## src/rtl/mmio_timer_pkg.sv

```systemverilog
// mmio_timer_pkg: register map, CTRL bit layout and channel limit
// shared by the timer bank top and its per-channel timer.
package mmio_timer_pkg;

    localparam int MAX_CH = 16;

    localparam logic [1:0] REG_CTRL  = 2'd0;
    localparam logic [1:0] REG_PRESC = 2'd1;
    localparam logic [1:0] REG_COUNT = 2'd2;
    localparam logic [1:0] REG_CMP   = 2'd3;

    localparam int CTRL_EN    = 0;
    localparam int CTRL_AR    = 1;
    localparam int CTRL_IE    = 2;
    localparam int CTRL_CAS   = 3;
    localparam int CTRL_MATCH = 8;
    localparam int CTRL_OVF   = 9;

    function automatic logic [31:0] ctrl_word(
        input logic en,
        input logic ar,
        input logic ie,
        input logic cas,
        input logic match,
        input logic ovf
    );
        logic [31:0] w;
        w             = '0;
        w[CTRL_EN]    = en;
        w[CTRL_AR]    = ar;
        w[CTRL_IE]    = ie;
        w[CTRL_CAS]   = cas;
        w[CTRL_MATCH] = match;
        w[CTRL_OVF]   = ovf;
        return w;
    endfunction

endpackage

```

## src/rtl/timer_channel.sv

```systemverilog
// timer_channel: one timer with prescaler, COUNT/CMP, sticky MATCH/OVF
// flags and an optional cascade tick input from the previous channel.
module timer_channel
    import mmio_timer_pkg::*;
#(
    parameter int CNT_W   = 32,
    parameter int PRESC_W = 32,
    parameter bit CASC_OK = 1'b0
) (
    input  logic        clk_i,
    input  logic        rst_i,
    input  logic        wr_ctrl_i,
    input  logic        wr_presc_i,
    input  logic        wr_count_i,
    input  logic        wr_cmp_i,
    input  logic [31:0] wdata_i,
    input  logic        casc_tick_i,
    output logic [31:0] ctrl_o,
    output logic [31:0] presc_o,
    output logic [31:0] count_o,
    output logic [31:0] cmp_o,
    output logic        ovf_evt_o,
    output logic        irq_o
);

    logic en_q, en_d;
    logic ar_q, ar_d;
    logic ie_q, ie_d;
    logic cas_q, cas_d;
    logic match_q, match_d;
    logic ovf_q, ovf_d;
    logic [PRESC_W-1:0] presc_q, presc_d;
    logic [PRESC_W-1:0] psc_q, psc_d;
    logic [CNT_W-1:0] count_q, count_d;
    logic [CNT_W-1:0] cmp_q, cmp_d;

    logic casc_on;
    logic tick;
    logic fire;
    logic hit;
    logic wrap;
    logic [CNT_W-1:0] inc;
    logic unused_in;

    assign casc_on = CASC_OK & cas_q;
    assign tick = en_q & (casc_on ? casc_tick_i : (psc_q == presc_q));
    // A software COUNT write swallows the tick entirely, flags included.
    assign fire = tick & ~wr_count_i;
    assign inc = count_q + CNT_W'(1);
    assign hit = (inc == cmp_q);
    assign wrap = &count_q;
    assign ovf_evt_o = fire & wrap;
    assign unused_in = ^{wdata_i, casc_tick_i};

    // Next-state: prescaler, register writes, tick effects, flag set/clear.
    always_comb begin
        en_d    = en_q;
        ar_d    = ar_q;
        ie_d    = ie_q;
        cas_d   = cas_q;
        match_d = match_q;
        ovf_d   = ovf_q;
        presc_d = presc_q;
        cmp_d   = cmp_q;
        count_d = count_q;
        psc_d   = psc_q + PRESC_W'(1);

        if (!en_q || wr_count_i || wr_presc_i || casc_on ||
            (psc_q == presc_q)) begin
            psc_d = '0;
        end

        if (wr_ctrl_i) begin
            en_d    = wdata_i[CTRL_EN];
            ar_d    = wdata_i[CTRL_AR];
            ie_d    = wdata_i[CTRL_IE];
            cas_d   = CASC_OK ? wdata_i[CTRL_CAS] : 1'b0;
            match_d = match_q & ~wdata_i[CTRL_MATCH];
            ovf_d   = ovf_q & ~wdata_i[CTRL_OVF];
        end
        if (wr_presc_i) begin
            presc_d = wdata_i[PRESC_W-1:0];
        end
        if (wr_cmp_i) begin
            cmp_d = wdata_i[CNT_W-1:0];
        end

        if (wr_count_i) begin
            count_d = wdata_i[CNT_W-1:0];
        end else if (tick) begin
            count_d = (hit && ar_q) ? '0 : inc;
        end

        // Setting wins over a same-cycle write-one-to-clear.
        if (fire && hit) begin
            match_d = 1'b1;
        end
        if (fire && wrap) begin
            ovf_d = 1'b1;
        end
    end

    // State registers with synchronous reset.
    always_ff @(posedge clk_i) begin
        if (rst_i) begin
            en_q    <= 1'b0;
            ar_q    <= 1'b0;
            ie_q    <= 1'b0;
            cas_q   <= 1'b0;
            match_q <= 1'b0;
            ovf_q   <= 1'b0;
            presc_q <= '0;
            psc_q   <= '0;
            count_q <= '0;
            cmp_q   <= '0;
        end else begin
            en_q    <= en_d;
            ar_q    <= ar_d;
            ie_q    <= ie_d;
            cas_q   <= cas_d;
            match_q <= match_d;
            ovf_q   <= ovf_d;
            presc_q <= presc_d;
            psc_q   <= psc_d;
            count_q <= count_d;
            cmp_q   <= cmp_d;
        end
    end

    assign ctrl_o  = ctrl_word(en_q, ar_q, ie_q, cas_q, match_q, ovf_q);
    assign presc_o = 32'(presc_q);
    assign count_o = 32'(count_q);
    assign cmp_o   = 32'(cmp_q);
    // Built only from flops, so irq follows the flags with no added delay.
    assign irq_o   = (match_q | ovf_q) & ie_q;

endmodule

```

## src/rtl/mmio_timer_bank.sv

```systemverilog
// mmio_timer_bank: MMIO decode, registered read mux and cascade wiring
// for NUM_CH timer channels. Optional macro: TIMER_CASCADE_EN.
module mmio_timer_bank
    import mmio_timer_pkg::*;
#(
    parameter int NUM_CH  = 4,
    parameter int CNT_W   = 32,
    parameter int PRESC_W = 32
) (
    input  logic              clock,
    input  logic              reset,
    input  logic [7:0]        addr,
    input  logic              re,
    input  logic              we,
    input  logic [31:0]       wdata,
    output logic [31:0]       rdata,
    output logic [NUM_CH-1:0] irq
);

`ifdef TIMER_CASCADE_EN
    localparam bit CASC_EN = 1'b1;
`else
    localparam bit CASC_EN = 1'b0;
`endif

    localparam int N = (NUM_CH < MAX_CH) ? NUM_CH : MAX_CH;

    logic [3:0] ch_sel;
    logic [1:0] reg_sel;
    logic [N-1:0] ovf_evt;
    logic [N-1:0] irq_ch;
    logic [31:0] rd_ctrl [N];
    logic [31:0] rd_presc [N];
    logic [31:0] rd_count [N];
    logic [31:0] rd_cmp [N];
    logic [31:0] rdata_q, rdata_d;
    logic unused_addr;

    assign ch_sel = addr[7:4];
    assign reg_sel = addr[3:2];
    assign unused_addr = ^{addr[1:0], ovf_evt[N-1]};

    for (genvar i = 0; i < N; i++) begin : g_ch
        logic hit;
        logic casc_in;

        assign hit = we && (ch_sel == 4'(i));

        if (i == 0) begin : g_first
            assign casc_in = 1'b0;
        end else begin : g_rest
            assign casc_in = ovf_evt[i-1];
        end

        timer_channel #(
            .CNT_W   (CNT_W),
            .PRESC_W (PRESC_W),
            .CASC_OK (CASC_EN && (i >= 1))
        ) u_ch (
            .clk_i       (clock),
            .rst_i       (reset),
            .wr_ctrl_i   (hit && (reg_sel == REG_CTRL)),
            .wr_presc_i  (hit && (reg_sel == REG_PRESC)),
            .wr_count_i  (hit && (reg_sel == REG_COUNT)),
            .wr_cmp_i    (hit && (reg_sel == REG_CMP)),
            .wdata_i     (wdata),
            .casc_tick_i (casc_in),
            .ctrl_o      (rd_ctrl[i]),
            .presc_o     (rd_presc[i]),
            .count_o     (rd_count[i]),
            .cmp_o       (rd_cmp[i]),
            .ovf_evt_o   (ovf_evt[i]),
            .irq_o       (irq_ch[i])
        );
    end

    for (genvar j = N; j < NUM_CH; j++) begin : g_pad
        assign irq[j] = 1'b0;
    end
    assign irq[N-1:0] = irq_ch;

    // Read mux; absent channels fall through to zero.
    always_comb begin
        rdata_d = '0;
        for (int i = 0; i < N; i++) begin
            if (ch_sel == 4'(i)) begin
                unique case (reg_sel)
                    REG_CTRL:  rdata_d = rd_ctrl[i];
                    REG_PRESC: rdata_d = rd_presc[i];
                    REG_COUNT: rdata_d = rd_count[i];
                    REG_CMP:   rdata_d = rd_cmp[i];
                endcase
            end
        end
    end

    // Read data register, captured on re and held until the next read.
    always_ff @(posedge clock) begin
        if (reset) begin
            rdata_q <= '0;
        end else if (re) begin
            rdata_q <= rdata_d;
        end
    end

    assign rdata = rdata_q;

endmodule
```

## config.mk

```make
export PLATFORM = sky130hd
export DESIGN_NAME = mmio_timer_bank
export DESIGN_NICKNAME = d
export VERILOG_FILES = /design/src/rtl/mmio_timer_pkg.sv /design/src/rtl/timer_channel.sv /design/src/rtl/mmio_timer_bank.sv
export SDC_FILE = /design/constraint.sdc
export NUM_CORES = 2
export LEC_CHECK = 0
export ABC_AREA = 1
export CAP_MARGIN = 20
export CORE_AREA = 8 8 298 300
export DETAILED_ROUTE_END_ITERATION = 10
export DIE_AREA = 0 0 306 308
export PLACE_DENSITY = 0.71
export SLEW_MARGIN = 20
export SYNTH_ARGS = -nofsm -noshare
export SYNTH_HDL_FRONTEND = slang
export SYNTH_HIERARCHICAL = 1
export SYNTH_SLANG_ARGS = --single-unit
export TNS_END_PERCENT = 20
```

## constraint.sdc

```tcl
create_clock -name clock -period 5.5 [get_ports clock]
set_input_delay 1.65 -clock clock [delete_from_list [all_inputs] [get_ports clock]]
set_output_delay 1.65 -clock clock [all_outputs]
set_load 0.01 [all_outputs]
```

* Word level (Yosys, flattened, before mapping)
Cells that the tools add are included.
Cells by class: add/subtract/negate cells 8, equal/unequal tests 14, muxes and demuxes 36, bitwise operators 30, reduce and logical (&&, ||, !) cells 70
Operators with widths (number):
- 2-to-1 mux 32 bit | 16
- one-hot mux 32 bit (4 select lines) | 4
- adder 32 x 1 -> 32 bit (second input constant) | 8
- == test 32 bit | 8
- AND reduction 32 bit | 4
- logical AND 1 bit | 32
- nonzero test 2 bit | 12
- bitwise AND 1 bit | 20
- 2-to-1 mux 1 bit | 16
- logical OR 1 bit | 12
- == test 4 x 2 -> 1 bit (second input constant) | 2
- OR reduction 2 bit | 4
- inverter 1 bit | 6
- == test 2 bit (second input constant) | 2
- == test 4 x 1 -> 1 bit (second input constant) | 1
- zero test 1 bit | 4
- zero test 4 bit | 1
- OR 1 bit | 4
- == test 2 x 1 -> 1 bit (second input constant) | 1
- zero test 2 bit | 1
Word-level totals: bits in registers 564, bits of input ports 44, output and inout bits 36

* Depth between registers and ports, before layout
word-level depth 7, depth in mapped cells 18, gate-level depth less buffers 17

* Cells and area by module
Netlist, hierarchy kept.
Modules (own cells, without submodules):
- timer_channel (g_ch[0].u_ch ...) | times used 2, cells an instance 1242, area an instance 7917.6 µm²
- timer_channel (g_ch[2].u_ch ...) | times used 2, cells an instance 1236, area an instance 7878.8 µm²
- mmio_timer_bank | times used 1, cells an instance 1245, area an instance 5844.4 µm²

* Least setup slack after synthesis
No wires, ideal clock.
kind input-to-reg, from input port addr[7], to register g_ch[2].u_ch.psc_q[23], data arrival time 3394 ps, required time 5385 ps, slack 1991 ps, stages 11, path buffers 2, cell sequence nor2_1 nand2_2 inv_1 nand2_1 nor2_1 clkbuf_1 nor4_1 o21ai_0 clkbuf_1 nor2_1 o21a_1
On the way: word-level cells in the longest chain between the ends 7
RTL lines:
- start: declaration | line mmio_timer_bank.sv:12 | input logic [7:0] addr,
- == test 4 x 2 -> 1 bit (*) | line mmio_timer_bank.sv:47 | assign hit = we && (ch_sel == 4'(i));
- logical AND 1 bit (*) | line mmio_timer_bank.sv:47
- logical AND 1 bit | line mmio_timer_bank.sv:64 | .wr_count_i (hit && (reg_sel == REG_COUNT)),
- logical OR 1 bit | line timer_channel.sv:68 | if (!en_q || wr_count_i || wr_presc_i || casc_on ||
- logical OR 1 bit (*) (2 in series) | line timer_channel.sv:68
- OR reduction 2 bit (no line) (*)
- end signal: assignment | line timer_channel.sv:124 | psc_q <= psc_d;
- end: declaration | line timer_channel.sv:33 | logic [PRESC_W-1:0] psc_q, psc_d;
Every way passes the cells marked *; elsewhere a longest branch is shown, timed or not. A chain may end at the register's enable or synchronous reset.

* Worst setup path after layout
from input port addr[7], to register g_ch[2].u_ch.match_q
On the way: word-level cells in the longest chain between the ends 7
RTL lines:
- == test 4 x 2 -> 1 bit (*) | line mmio_timer_bank.sv:47
- logical AND 1 bit (*) | line mmio_timer_bank.sv:47
- logical AND 1 bit | line mmio_timer_bank.sv:64
- inverter 1 bit | line timer_channel.sv:48 | assign fire = tick & ~wr_count_i;
- bitwise AND 1 bit | line timer_channel.sv:48
- logical AND 1 bit | line timer_channel.sv:95 | if (fire && hit) begin
- 2-to-1 mux 1 bit / nonzero test 2 bit (equally long branches)
- end signal: assignment | line timer_channel.sv:121 | match_q <= match_d;
- end: declaration | line timer_channel.sv:30 | logic match_q, match_d;
Marked as above.

==> flow_summary.toml <==
[run_status]
status = "complete, no violations"

[critical_path]
cp_max_fo = 33
r2r_start = "g_ch[1].u_ch/count_o[11]$_SDFFE_PP0P_"
start_kind = "input pin"
critical_path_class = "in2reg"
rr_endpoint = "g_ch[1].u_ch/count_o[24]$_SDFFE_PP0P_"
rr_worst_depth = 13
timing.reg2reg.setup_slack_ns = 2.04
endpoint_kind = "flip-flop"
critPathRequiredTime_ns = 5.94
worstPathArrival_ns = 4.82

[sta]
relSlewSlack_pct = 19.2
maxSlewViolCount = 0
period_needed_ns = 4.37
final_hold_viol_count = 0
fin_ws_ns = 1.13
whs_ns = 0.482
layout_worst_path_cycle_share_pct = 79.5
rsz0062_at_grt = "false"
tightest_slew_ns = 1.21
max_freq_ghz = 0.229
fin_skew_ns = 0.0309
fin_setup_tns_ns = 0
finalSetupViolations = 0

[min_path]
min_to = "g_ch[1].u_ch/psc_q[0]$_SDFF_PP0_"
whs_path_depth = 1
hp-class = "reg2reg"
min-delay-start = "g_ch[1].u_ch/psc_q[0]$_SDFF_PP0_"

[power_and_ir_drop]
p_total_mw = 9.49
leakage_nw = 14.6
powerDensity_nw_per_um2 = 233
irDropWorstVdd_mv = 0.204

[cts]
clock-sinks = 564
cts_made_buffers = 69
worst_skew_pair.late_latency_ns = 0.64
htree_levels = 3
ctsHoldBuffers = 0
clk_pin_slew_ns = 0.05
post_cts_resized = 0
cts_tree = "yes"
cts_setup_buffers = 0
cts_buffer_depth = 3
cts-root-buf = "clkbuf_16"

[route]
drtIter0Drc = 4933
via_per_inst = 5.54
detail_route.wl_per_cell_um = 20.0
routed-via-count = 40200
firstDrtPassIters = 6
route.detailed.drc = 0
final_antenna_net_count = 0
routed_wl_mm = 145

[place]
pre_cts_ws_ns = 0.689
placed_cell_area_um2 = 38400
hpwl_mm = 101
port_buffers = 77
dp_cells = 7150
place_congestion = 0.982

[global_routing]
grt_pass1_wl_mm = 218
grt.overflow.total = 0
grt_start_max_net_pins = 124
antenna_found_initial = 1
grt_pass1_vias = 36200
track_usage_pct = 29.7

[cells_and_area]
multiInputGateArea_um2 = 22200
area_growth_pct = 8.78
fin_nets = 6185
finish.instance_area_um2 = 40700
fin_util_pct = 48.3
regArea_um2 = 11300
nFillCells = 8701
fin_cells = 7270
drive_gt1_share_pct = 6.33

[logic_synthesis]
yosysWarnings = 6
netlist_instances = 6196
avgSynthCellArea_um2 = 6.04
synthesis.area_um2 = 37400

[run]
drv_cap = 0

[die]
fp.coreArea_um2 = 84200
rows = 107
io-pin-count = 80
die_area_um2 = 94200
start_util_pct = 44.4
die_w_um = 306
die_h_um = 308
## sequential cells by signal, summed over array words and instances, names as in the netlist
name / count
g_ch.u_ch/match_q: 4
g_ch.u_ch/en_q: 4
g_ch.u_ch/ovf_q: 4
g_ch.u_ch/psc_q: 128
g_ch.u_ch/count_o: 128
g_ch.u_ch/cmp_o: 128
g_ch.u_ch/ar_q: 4
g_ch.u_ch/presc_o: 128
rdata: 32
g_ch.u_ch/ie_q: 4
## layer usage
| metal | wire [um] | global-route usage [%] | vias up |
|---|---|---|---|
| met5 | 0 | 0 | - |
| met4 | 10200 | 18.7 | 0 |
| met3 | 15700 | 6.01 | 412 |
| met2 | 61100 | 44.4 | 2122 |
| met1 | 58000 | 39.0 | 18200 |
| li1 | - | - | 19500 |
## placed cells by master, fill, tap and decap left out, types with 7 or more instances in the layout
master,count
ha_1,8
dfxtp_1,564
clkinv_2,12
buf_2,9
o2111ai_1,10
nand4_1,79
clkbuf_1,11
nor2_4,33
nand2_1,1881
or2_2,35
nor4_1,16
nor2_1,863
o21ai_0,235
a211oi_1,100
buf_4,71
nand2_4,7
conb_1,108
o21ai_1,42
inv_1,553
clkdlybuf4s50_1,66
nand3b_1,40
nor2_2,30
nor3b_1,10
clkbuf_8,17
xor2_1,30
inv_2,10
nand2_2,71
o21a_1,12
o21bai_1,26
nand3_1,496
a21oi_1,420
xnor2_1,106
nor3_1,66
clkbuf_16,70
## critical path: stages
cell and delay (ns):
clkdlybuf4s50_1 0.40, nor2_1 0.67, nand2_2 0.11, inv_1 0.22
nand2_1 0.17, nor2_2 0.16, buf_4 0.40, inv_1 0.14
nand3_1 0.12, buf_4 0.41, inv_1 0.11, nand4_1 0.13
a21oi_1 0.08
## where the power goes
part           leakage [nW]  switching (mW)  internal, mW
clock network          1.12            1.92          2.71
registers              4.55          0.0331          4.11
logic                  8.95           0.531         0.176
## worst max path at each step
stage                                            endpoint  slack (ns)  startpoint
detailed placement      g_ch[2].u_ch/match_q$_SDFFE_PP0P_        0.69     addr[7]
finish                  g_ch[2].u_ch/match_q$_SDFFE_PP0P_        1.13     addr[7]
CTS                     g_ch[2].u_ch/match_q$_SDFFE_PP0P_        1.32     addr[7]
global route            g_ch[2].u_ch/match_q$_SDFFE_PP0P_         1.0     addr[7]
floorplan               g_ch[2].u_ch/psc_q[23]$_SDFF_PP0_        1.99     addr[7]
global placement    g_ch[0].u_ch/count_o[10]$_SDFFE_PP0P_        0.75     addr[7]
## layout make-up
| class | count | share of cell area, % |
|---|---|---|
| multi-input cells | 4774 | 54.6 |
| flip-flops and latches | 564 | 27.7 |
| clock inverters | 19 | 0.590 |
| diodes | 1 | 0.00615 |
| well taps | 1090 | 3.35 |
| repair buffers | 154 | 3.44 |
| inverters | 570 | 5.27 |
| clock buffers | 98 | 4.98 |
Note: power is estimated with default switching activity, not from simulation.
==> RTL edit (same flow settings) <==
Add a define of `TIMER_CASCADE_EN`.
--- a/src/rtl/mmio_timer_bank.sv
+++ b/src/rtl/mmio_timer_bank.sv
@@ -1,5 +1,7 @@
 // mmio_timer_bank: MMIO decode, registered read mux and cascade wiring
 // for NUM_CH timer channels. Optional macro: TIMER_CASCADE_EN.
+`define TIMER_CASCADE_EN
+
 module mmio_timer_bank
     import mmio_timer_pkg::*;
 #(
Function: changed (a bounded check fails within 4 cycles, from zero or initial values and one cycle with reset high).
==> RTL edit against the original RTL <==
Register-to-register slack worse by 1300 ps; sequential cell count up 3; fmax down 12%; routed wire length fell by 1.4%; area after synthesis is 0.32% lower; cell area about the same; clock power is 4% higher; cell count up 0.17%; combinational power is essentially flat; largest power group unchanged; clock skew down 1.3 ps; setup slack got worse by 590 ps; largest cell class unchanged; sequential share of layout area is 0.13 points higher; power is 2.1% higher.
==> RTL edit: results <==
metrics = {
    "routing": {
        "wirelength_mm": 143,
        "wl_per_cell_um": 19.6,
        "drtIter0Drc": 5567,
        "first_pass_iters": 6,
        "via_count": 40500,
    },
    "setup_path": {
        "crit_family": "simple AND/OR/NAND/NOR gates",
        "crit_fanout": 31,
        "slowest_delay_ps": 660,
        "slowest_stage": "nor2_1",
    },
    "global_routing": {
        "grt_pass1_wl_mm": 215,
        "antenna_found_initial": 6,
        "use_met2_pct": 43.2,
        "grt_overflow": 0,
        "grt_pass1_vias": 35700,
        "grt_use_met1_pct": 39.2,
        "gr-usage-met3_pct": 5.94,
        "gr-usage-all-layers_pct": 29.0,
        "grt_max_degree": 176,
    },
    "power_and_ir_drop": {
        "leakage_nw": 14.9,
        "power.internal_w": 0.00718,
        "ir_drop_mv": 0.177,
    },
    "yosys": {
        "synthCells": 6202,
        "yosys_warnings": 6,
    },
    "sta": {
        "fin_crit_sh_pct": 90.3,
        "finalClockSkew_ps": 29.5,
        "max-slew-margin-rel_pct": 14.5,
    },
    "clocking": {
        "clk_path_buf_depth": 3,
        "h-tree-depth": 3,
        "clock_latency_ps": 630,
        "root_buffer": "clkbuf_16",
        "clk_pin_slew_ps": 60,
        "cts_buffers": 70,
        "cts_resized": 0,
        "postCtsSetupBuffers": 0,
    },
    "min_path": {
        "hold_class": "reg2reg",
    },
    "place": {
        "hpwlAfterDp_mm": 101,
        "place_inst": 7156,
        "io_buffers": 77,
        "routabilityCongestion": 1.03,
    },
    "layout": {
        "num-fill-cells": 8629,
        "drive_gt1_share_pct": 5.48,
    },
    "outcome": {
        "outcome": "finished clean",
    },
}
[RTL edit: through the flow]
step                worst slack, ps  instance area, um2  hold slack [ps]
floorplan                       486               37700              430
global placement                173               38400              449
detailed placement             69.0               38400              460
CTS                             686               40700              473
global route                    299               40700              494
finish                          535               40700              468
[RTL edit: layer usage]
metal	part of all wire (%)	wire length, um	vias to the layer above
met5	0.026	37	-
met4	6.1	8680	6
met3	11	16400	399
met2	42	59700	2246
met1	41	58200	18500
li1	-	-	19400
[RTL edit: power by group through the flow]
stage | registers (W) | clock network [W] | logic (W)
final | 0.00417 | 0.00482 | 0.000705
after global routing | 0.00417 | 0.00503 | 0.000729
after CTS | 0.00416 | 0.00486 | 0.000677
after detailed placement | 0.00425 | 0 | 0.000675
after global placement | 0.00425 | 0 | 0.000675
after floorplan | 0.00425 | 0 | 0.000375
[RTL edit: worst paths after layout]
path | startpoint | to | slack (ps) | cells past startpoint
max reg2reg | g_ch[0].u_ch/presc_o[10] | g_ch[3].u_ch/count_o[30] | 780 | 25
min | g_ch[1].u_ch/psc_q[0] | g_ch[1].u_ch/psc_q[0] | 470 | 1
max | addr[7] | g_ch[3].u_ch/count_o[29] | 530 | 23
min reg2reg | g_ch[1].u_ch/psc_q[0] | g_ch[1].u_ch/psc_q[0] | 470 | 1
[RTL edit: area by class of cell]
cell class / count / area share [%]
clock buffers: 101 / 5.03
well taps: 1090 / 3.35
diodes: 2 / 0.0123
clock inverters: 23 / 0.737
multi-input cells: 4760 / 54.1
flip-flops and latches: 567 / 27.9
inverters: 585 / 5.41
repair buffers: 154 / 3.48
